### src/rtl/bcm_seq_pkg.sv
// bcm_seq_pkg: state encodings and width helpers shared by the BCM scan sequencer.
package bcm_seq_pkg;
    typedef enum logic [3:0] {
        S_IDLE, S_SHIFT, S_WAIT_SHIFT, S_LATCH, S_ARM, S_DISPLAY,
        S_CLOSE, S_WAIT_FINISH, S_ROW_NEXT, S_DONE, S_DEAD
    } state_t;

    function automatic int clog2_min1(input int n);
        return (n > 2) ? $clog2(n) : 1;
    endfunction
endpackage

### src/rtl/seq_counter.sv
// seq_counter: index counter with synchronous clear, saturating increment and terminal flag.
module seq_counter #(
    parameter int W   = 2,
    parameter int MAX = 3
) (
    input  logic         clk,
    input  logic         rst,
    input  logic         i_clr,
    input  logic         i_inc,
    output logic [W-1:0] o_q,
    output logic         o_tc
);
    logic [W-1:0] r_q;

    always_ff @(posedge clk)
        if (rst || i_clr) r_q <= '0;
        else if (i_inc && !o_tc) r_q <= r_q + 1'b1;

    assign o_q  = r_q;
    assign o_tc = r_q == W'(MAX);
endmodule

### src/rtl/bcm_scan_sequencer.sv
// bcm_scan_sequencer: frame/row/bit-plane scheduler driving the row shifter and BCM timer.
// Define BCM_SEQ_DEADTIME_EN to insert DEADTIME blank cycles after each row change.
module bcm_scan_sequencer
    import bcm_seq_pkg::*;
#(
    parameter int NUM_ROWS   = 32,
    parameter int NUM_PLANES = 4,
    parameter int ROW_W      = clog2_min1(NUM_ROWS),
    parameter int PLANE_W    = clog2_min1(NUM_PLANES)
`ifdef BCM_SEQ_DEADTIME_EN
    ,
    parameter int DEADTIME   = 4
`endif
) (
    input  logic               clk,
    input  logic               rst,
    input  logic               in_START,
    output logic               out_BUSY,
    output logic               out_FRAME_DONE,
    output logic               out_SHIFT_START,
    input  logic               in_SHIFT_DONE,
    output logic               out_LATCH,
    output logic               out_BLANK,
    output logic [ROW_W-1:0]   out_ROW,
    output logic [PLANE_W-1:0] out_PLANE,
    output logic               out_BCM_RST,
    output logic               out_BCM_INIT,
    output logic               out_BCM_CONTINUE,
    input  logic               in_BCM_NEXT_PLANE,
    input  logic               in_BCM_FINISH
);
    state_t r_state, w_next;
    logic   w_row_tc, w_plane_tc, w_dead_done;
    logic   w_start;

    assign w_start = r_state == S_IDLE && in_START;

    seq_counter #(.W(ROW_W), .MAX(NUM_ROWS - 1)) u_row (
        .clk(clk), .rst(rst),
        .i_clr(w_start || r_state == S_DONE),
        .i_inc(r_state == S_ROW_NEXT),
        .o_q(out_ROW), .o_tc(w_row_tc)
    );

    seq_counter #(.W(PLANE_W), .MAX(NUM_PLANES - 1)) u_plane (
        .clk(clk), .rst(rst),
        .i_clr(w_start || r_state == S_ROW_NEXT),
        .i_inc(r_state == S_DISPLAY && in_BCM_NEXT_PLANE),
        .o_q(out_PLANE), .o_tc(w_plane_tc)
    );

`ifdef BCM_SEQ_DEADTIME_EN
    localparam int DEAD_W = clog2_min1(DEADTIME + 1);
    logic [DEAD_W-1:0] r_dead;

    // Loaded on the row change so DEAD lasts DEADTIME cycles (at least one).
    always_ff @(posedge clk)
        if (rst) r_dead <= '0;
        else if (r_state == S_ROW_NEXT) r_dead <= DEAD_W'(DEADTIME);
        else if (r_state == S_DEAD && r_dead != '0) r_dead <= r_dead - 1'b1;

    assign w_dead_done = r_dead <= DEAD_W'(1);
`else
    assign w_dead_done = 1'b1;
`endif

    always_ff @(posedge clk)
        if (rst) r_state <= S_IDLE;
        else r_state <= w_next;

    always_comb begin
        w_next = r_state;
        case (r_state)
            S_IDLE:        w_next = in_START ? S_SHIFT : S_IDLE;
            S_SHIFT:       w_next = S_WAIT_SHIFT;
            S_WAIT_SHIFT:  w_next = in_SHIFT_DONE ? S_LATCH : S_WAIT_SHIFT;
            S_LATCH:       w_next = S_ARM;
            S_ARM:         w_next = S_DISPLAY;
            S_DISPLAY:     w_next = !in_BCM_NEXT_PLANE ? S_DISPLAY : w_plane_tc ? S_CLOSE : S_SHIFT;
            S_CLOSE:       w_next = S_WAIT_FINISH;
            S_WAIT_FINISH: w_next = in_BCM_FINISH ? S_ROW_NEXT : S_WAIT_FINISH;
`ifdef BCM_SEQ_DEADTIME_EN
            S_ROW_NEXT:    w_next = w_row_tc ? S_DONE : S_DEAD;
            S_DEAD:        w_next = w_dead_done ? S_SHIFT : S_DEAD;
`else
            S_ROW_NEXT:    w_next = w_row_tc ? S_DONE : (w_dead_done ? S_SHIFT : S_IDLE);
`endif
            S_DONE:        w_next = S_IDLE;
            default:       w_next = S_IDLE;
        endcase
    end

    always_comb begin
        out_BUSY         = r_state != S_IDLE;
        out_FRAME_DONE   = r_state == S_DONE;
        out_SHIFT_START  = r_state == S_SHIFT;
        out_LATCH        = r_state == S_LATCH;
        out_BLANK        = !(r_state == S_ARM || r_state == S_DISPLAY);
        out_BCM_RST      = r_state == S_IDLE || r_state == S_ROW_NEXT;
        out_BCM_INIT     = r_state == S_ARM && out_PLANE == '0;
        out_BCM_CONTINUE = (r_state == S_ARM && out_PLANE != '0) || r_state == S_CLOSE;
    end
endmodule
### config.mk
export PLATFORM = sky130hd
export DESIGN_NAME = bcm_scan_sequencer
export DESIGN_NICKNAME = d
export VERILOG_FILES = /design/src/rtl/bcm_seq_pkg.sv /design/src/rtl/seq_counter.sv /design/src/rtl/bcm_scan_sequencer.sv
export SDC_FILE = /design/constraint.sdc
export NUM_CORES = 1
export LEC_CHECK = 0
export CAP_MARGIN = 10
export CORE_MARGIN = 3
export CORE_UTILIZATION = 40
export DETAILED_ROUTE_END_ITERATION = 10
export PLACE_DENSITY_LB_ADDON = 0.1
export SLEW_MARGIN = 20
export SYNTH_ARGS = -nofsm -noshare
export SYNTH_HDL_FRONTEND = slang
export SYNTH_HIERARCHICAL = 1
export SYNTH_SLANG_ARGS = --single-unit
### constraint.sdc
create_clock -name clk -period 1.9 [get_ports clk]
set_input_delay 0.38 -clock clk [delete_from_list [all_inputs] [get_ports clk]]
set_output_delay 0.38 -clock clk [all_outputs]
set_load 0.05 [all_outputs]
# After elaboration in Yosys (flattened, before gate mapping)
# Index checks and enable logic that the tools add are counted.
# totals
word_cells	43
n_memories	0
romBits	0
ff_bits	11
input_bits	6
latch_bits	0
ramBits	0
out_inout_bits	15
# op_classes
eq_ne	11
bitwise_logic	0
div	0
n_mul	0
n_mux	7
reduce_logical	20
magnitude_cmp	0
n_addsub	2
shifts	0
# ops
operator	n
$pmux 4 s9	1
$eq 4x3->1 const B	4
$eq 4x2->1 const B	2
$eq 4x4->1 const B	2
$mux 4	2
$logic_or 1x1->1	7
$logic_and 1x1->1	6
$mux 3	2
$add 5x1->5 const B	1
$eq 5x5->1 const B	1
$eq 4x1->1 const B	1
$logic_not 4->1	1
$reduce_bool 4->1	1
$logic_not 1->1	3
$add 2x1->2 const B	1
$eq 2x2->1 const B	1
$logic_not 2->1	1
$mux 1	2
$reduce_bool 2->1	1

# Logic depth before layout (Yosys ltp)
# Gate-level depths: netlist of the first run.
# depth
depth_word	4
mapped_depth	6
depth_no_buf	6

# By module
# Netlist of the first run, hierarchy kept.
# modules_own_cells
module	seq_area_each_um2	cells_per_inst	n_inst	area_per_inst_um2
bcm_scan_sequencer	80.1	48	1	376.6
seq_counter at u_row	100.1	26	1	239.0
seq_counter at u_plane	40.0	8	1	105.1

# Worst setup path before layout of the first run
# Ideal clock, no wire load.
# synth_timing
kind	reg2out
from	register r_state[3]
to	output port out_FRAME_DONE
arrival_time_ps	2170
path_slack_ps	-650
required_ps	1520
stages_incl_launch_ff	3
path_buffers	1
path_cell_list	dfxtp_1 buf_2 nor4b_1
# synth_via
elab_chain_len	1
# synth_lines
element	line	rtl
from (decl)	bcm_scan_sequencer.sv:32	state_t r_state, w_next;
from (signal assigned)	bcm_scan_sequencer.sv:69	else r_state <= w_next;
$eq 4x4->1	bcm_scan_sequencer.sv:95	out_FRAME_DONE = r_state == S_DONE;
to (decl)	bcm_scan_sequencer.sv:19	output logic out_FRAME_DONE,
# No other way between the ends.

# Worst setup path after layout of the first run
# layout_timing
from	register r_state[1]
to	output port out_BCM_INIT
# layout_via
elab_chain_len	2
# layout_lines
element	line	rtl
$eq 4x3->1	bcm_scan_sequencer.sv:100	out_BCM_INIT = r_state == S_ARM && out_PLANE == '0;
$logic_and 1x1->1	bcm_scan_sequencer.sv:100	
to (decl)	bcm_scan_sequencer.sv:27	output logic out_BCM_INIT,
# No other way between the ends.

==> results of run 1 <==
cells by family after synthesis:
family                     Yosys count  share of synthesized area, %
xor gates and xnor gates             3                          3.65
muxes                                1                          1.39
DFF                                 11                          30.6
and+or+nand+nor                     40                          36.6
buffers and inverters                8                          6.42
adders and majority gates            3                          5.21
AOI/OAI and AO/OA                   16                          16.1
power by group through the flow:
stage / sequential [mW] / clock [mW] / combinational (mW)
2_1_floorplan: 0.250 / 0 / 0.159
3_3_place_gp: 0.259 / 0 / 0.240
3_5_place_dp: 0.259 / 0 / 0.243
4_1_cts: 0.255 / 0.169 / 0.243
5_1_grt: 0.255 / 0.180 / 0.278
6_report: 0.254 / 0.163 / 0.264
Yosys cell counts, types with 2 or more instances:
cell type	instances	area share [%]
dfxtp_1	11	31
a21oi_1	8	5.6
nand2_1	5	2.6
nor2_1	4	2.1
nor3_1	4	2.8
ha_1	3	5.2
inv_1	3	1.6
nand3_1	3	2.1
nor4_1	3	2.6
buf_4	2	2.1
nor3_2	2	2.8
or2_2	2	1.7
or3_1	2	1.7
or4_1	2	2.1
xnor2_1	2	2.4
through the flow:
stage               hold slack [ns]  cell area (µm²)
floorplan                     0.451              746
global placement              0.466             1030
detailed placement            0.482             1030
CTS                           0.492             1060
global route                  0.525             1080
finish                        0.487             1080
flip-flops by register name, indices dropped and copies added, names as in the netlist:
| signal | cells |
|---|---|
| u_row/o_q | 5 |
| r_state | 4 |
| u_plane/o_q | 2 |
area by class of cell:
type	count	area, µm²
fillers	135	509
clock buffers	4	26.3
well taps	24	30.0
multi-input cells	63	494
flip-flops and latches	11	225
repair buffers	25	294
inverters	4	15.0
worst max-delay path, cell delays in order (launching register included):
cell and delay, ns:
dfxtp_2 0.36, or4_4 0.55, nor2_4 0.14, buf_12 0.14
cells in the final DEF, fill, tap and decap left out, types with 2 or more instances in the layout:
| cell | synthesis | final |
|---|---|---|
| nand3_1 | 3 | 3 |
| or2_2 | 2 | 2 |
| buf_12 | 0 | 7 |
| nand2_1 | 5 | 5 |
| nor2_1 | 4 | 3 |
| a21oi_1 | 8 | 8 |
| ha_1 | 3 | 3 |
| buf_4 | 2 | 11 |
| dfxtp_1 | 11 | 9 |
| nor4_1 | 3 | 2 |
| or3_1 | 2 | 2 |
| xnor2_1 | 2 | 2 |
| clkdlybuf4s50_1 | 0 | 6 |
| clkbuf_4 | 0 | 3 |
| or4_4 | 0 | 2 |
| nor3_1 | 4 | 2 |
| nor3_2 | 2 | 4 |
| inv_1 | 3 | 3 |
what timing repair did:
action                                 4_1_cts  5_1_grt
gates cloned                                 0        0
setup buffers                                0        1
setup endpoints to repair                    2        3
hold buffers                                 0        0
endpoints found under the hold margin        0        0
resized for setup                            2        6
pin swaps                                    0        1
metal layers:
metal  part of all wire [%]  track usage, %  vias up
li1                       -               -      349
met1                     48            19.2      319
met2                     47            24.1       11
met3                    4.2            4.60        2
met4                   0.48            2.84        0
met5                      0               0        -
path summary, 6_finish.rpt:
| path | start | end | slack (ns) |
|---|---|---|---|
| worst max-delay path | r_state[1] | out_BCM_INIT | 0.05 |
| worst max register to register | r_state[1] | u_row/o_q[3] | 0.17 |
| worst min-delay path | u_row/o_q[4] | u_row/o_q[4] | 0.49 |
| worst min register to register | u_row/o_q[4] | u_row/o_q[4] | 0.49 |
==> results.json, run 1 <==
{
  "fp.coreArea_um2": 1590,
  "worstPathArrival_ns": 1.47,
  "ant_nets": 0,
  "drive_gt1_share_pct": 43.9,
  "cts_tree": "done",
  "outcome": "completed",
  "postSynthAreaPerCell_um2": 8.79,
  "num_antenna_cells": 0,
  "worst_hold_path_type": "reg -> reg",
  "gp_congestion": 0.808,
  "cp-start-kind": "flip-flop",
  "netlist_area_um2": 721,
  "fin_crit_ns": 1.85,
  "rsz0062_at_grt": "no",
  "start_util_pct": 45.2,
  "synth_cell_types": 41,
  "pwr-share-comb_pct": 38.8,
  "final_util_pct": 68.1,
  "boundaryPins": 21,
  "final_cells": 131,
  "die_y_um": 48.4,
  "drtPass1Iterations": 4,
  "dp_hpwl_mm": 1.33,
  "grt_pass1_vias": 659,
  "ys_ff_latch": 11,
  "cts_root_buf": "clkbuf_4",
  "fin_skew_ns": 0.00597,
  "overflow": 0,
  "setup-tns-final_ns": 0,
  "htree_levels": 1,
  "die_w_um": 48.4,
  "r2r_cells": 6,
  "fin_crit_sh_pct": 97.2,
  "crit_path_max_fanout": 8,
  "dieArea_um2": 2350,
  "slew_viol_final": 0,
  "critPathKind": "reg -> out",
  "ir_worst_vdd_mv": 0.463,
  "worst_pin_slew_ns": 0.492,
  "clock_latency_ns": 0.27,
  "cts_max_path_buffers": 2,
  "numPlacedInstances": 126,
  "slew_headroom_pct": 67.1,
  "cts_sinks": 11,
  "drt-initial-drc-count": 5,
  "grt_first_pass_wirelength_mm": 2.79,
  "synth_nets": 91,
  "endpoint_kind": "output port",
  "antenna_found_initial": 0,
  "synthArstFlopShare_pct": 0,
  "max_freq_mhz": 541,
  "fin_total_pwr_mw": 0.680,
  "numCtsBuffers": 3,
  "hold_viol": 0,
  "p_per_area_nw_per_um2": 627,
  "clk_pin_slew_ns": 0.07,
  "pwr-share-clk_pct": 23.9,
  "num_rows": 14,
  "p_leak_nw": 0.420,
  "pre_cts_slack_ns": 0.108,
  "cp_data_required_time_ns": 1.52,
  "fin_nets": 117,
  "synth_edf_count": 0,
  "intPower_mw": 0.443,
  "remaining_drc_errors": 0,
  "synth_seq_area_share_pct": 30.6,
  "via_per_inst": 5.20,
  "min_path_cells": 2,
  "numPortBuffers": 20,
  "synth_cells": 82,
  "grt_use_total_pct": 14.8,
  "drv_cap": 0,
  "grt_max_degree": 11,
  "power_frac_seq_pct": 37.3,
  "ys.flop_type": "dfxtp_1",
  "wl_mm": 1.68,
  "routed-via-count": 681,
  "setup_violations": 0,
  "setup_ws_ns": 0.0530,
  "power.switching_mw": 0.237,
  "yosys_warnings": 6,
  "syn_to_final_growth_pct": 50.5,
  "swShare_pct": 34.9,
  "routedWlPerCell_um": 12.9
}
Note: power is estimated with default switching activity, not from simulation.
==> inputs of run 2 (changes only) <==
--- a/config.mk
+++ b/config.mk
@@ -10,7 +10,6 @@
 export CORE_UTILIZATION = 40
 export DETAILED_ROUTE_END_ITERATION = 10
 export PLACE_DENSITY_LB_ADDON = 0.1
-export SLEW_MARGIN = 20
 export SYNTH_ARGS = -nofsm -noshare
 export SYNTH_HDL_FRONTEND = slang
 export SYNTH_HIERARCHICAL = 1
==> results of run 2 <==
Final layout, timing and power as in run 1 (identical DEF).
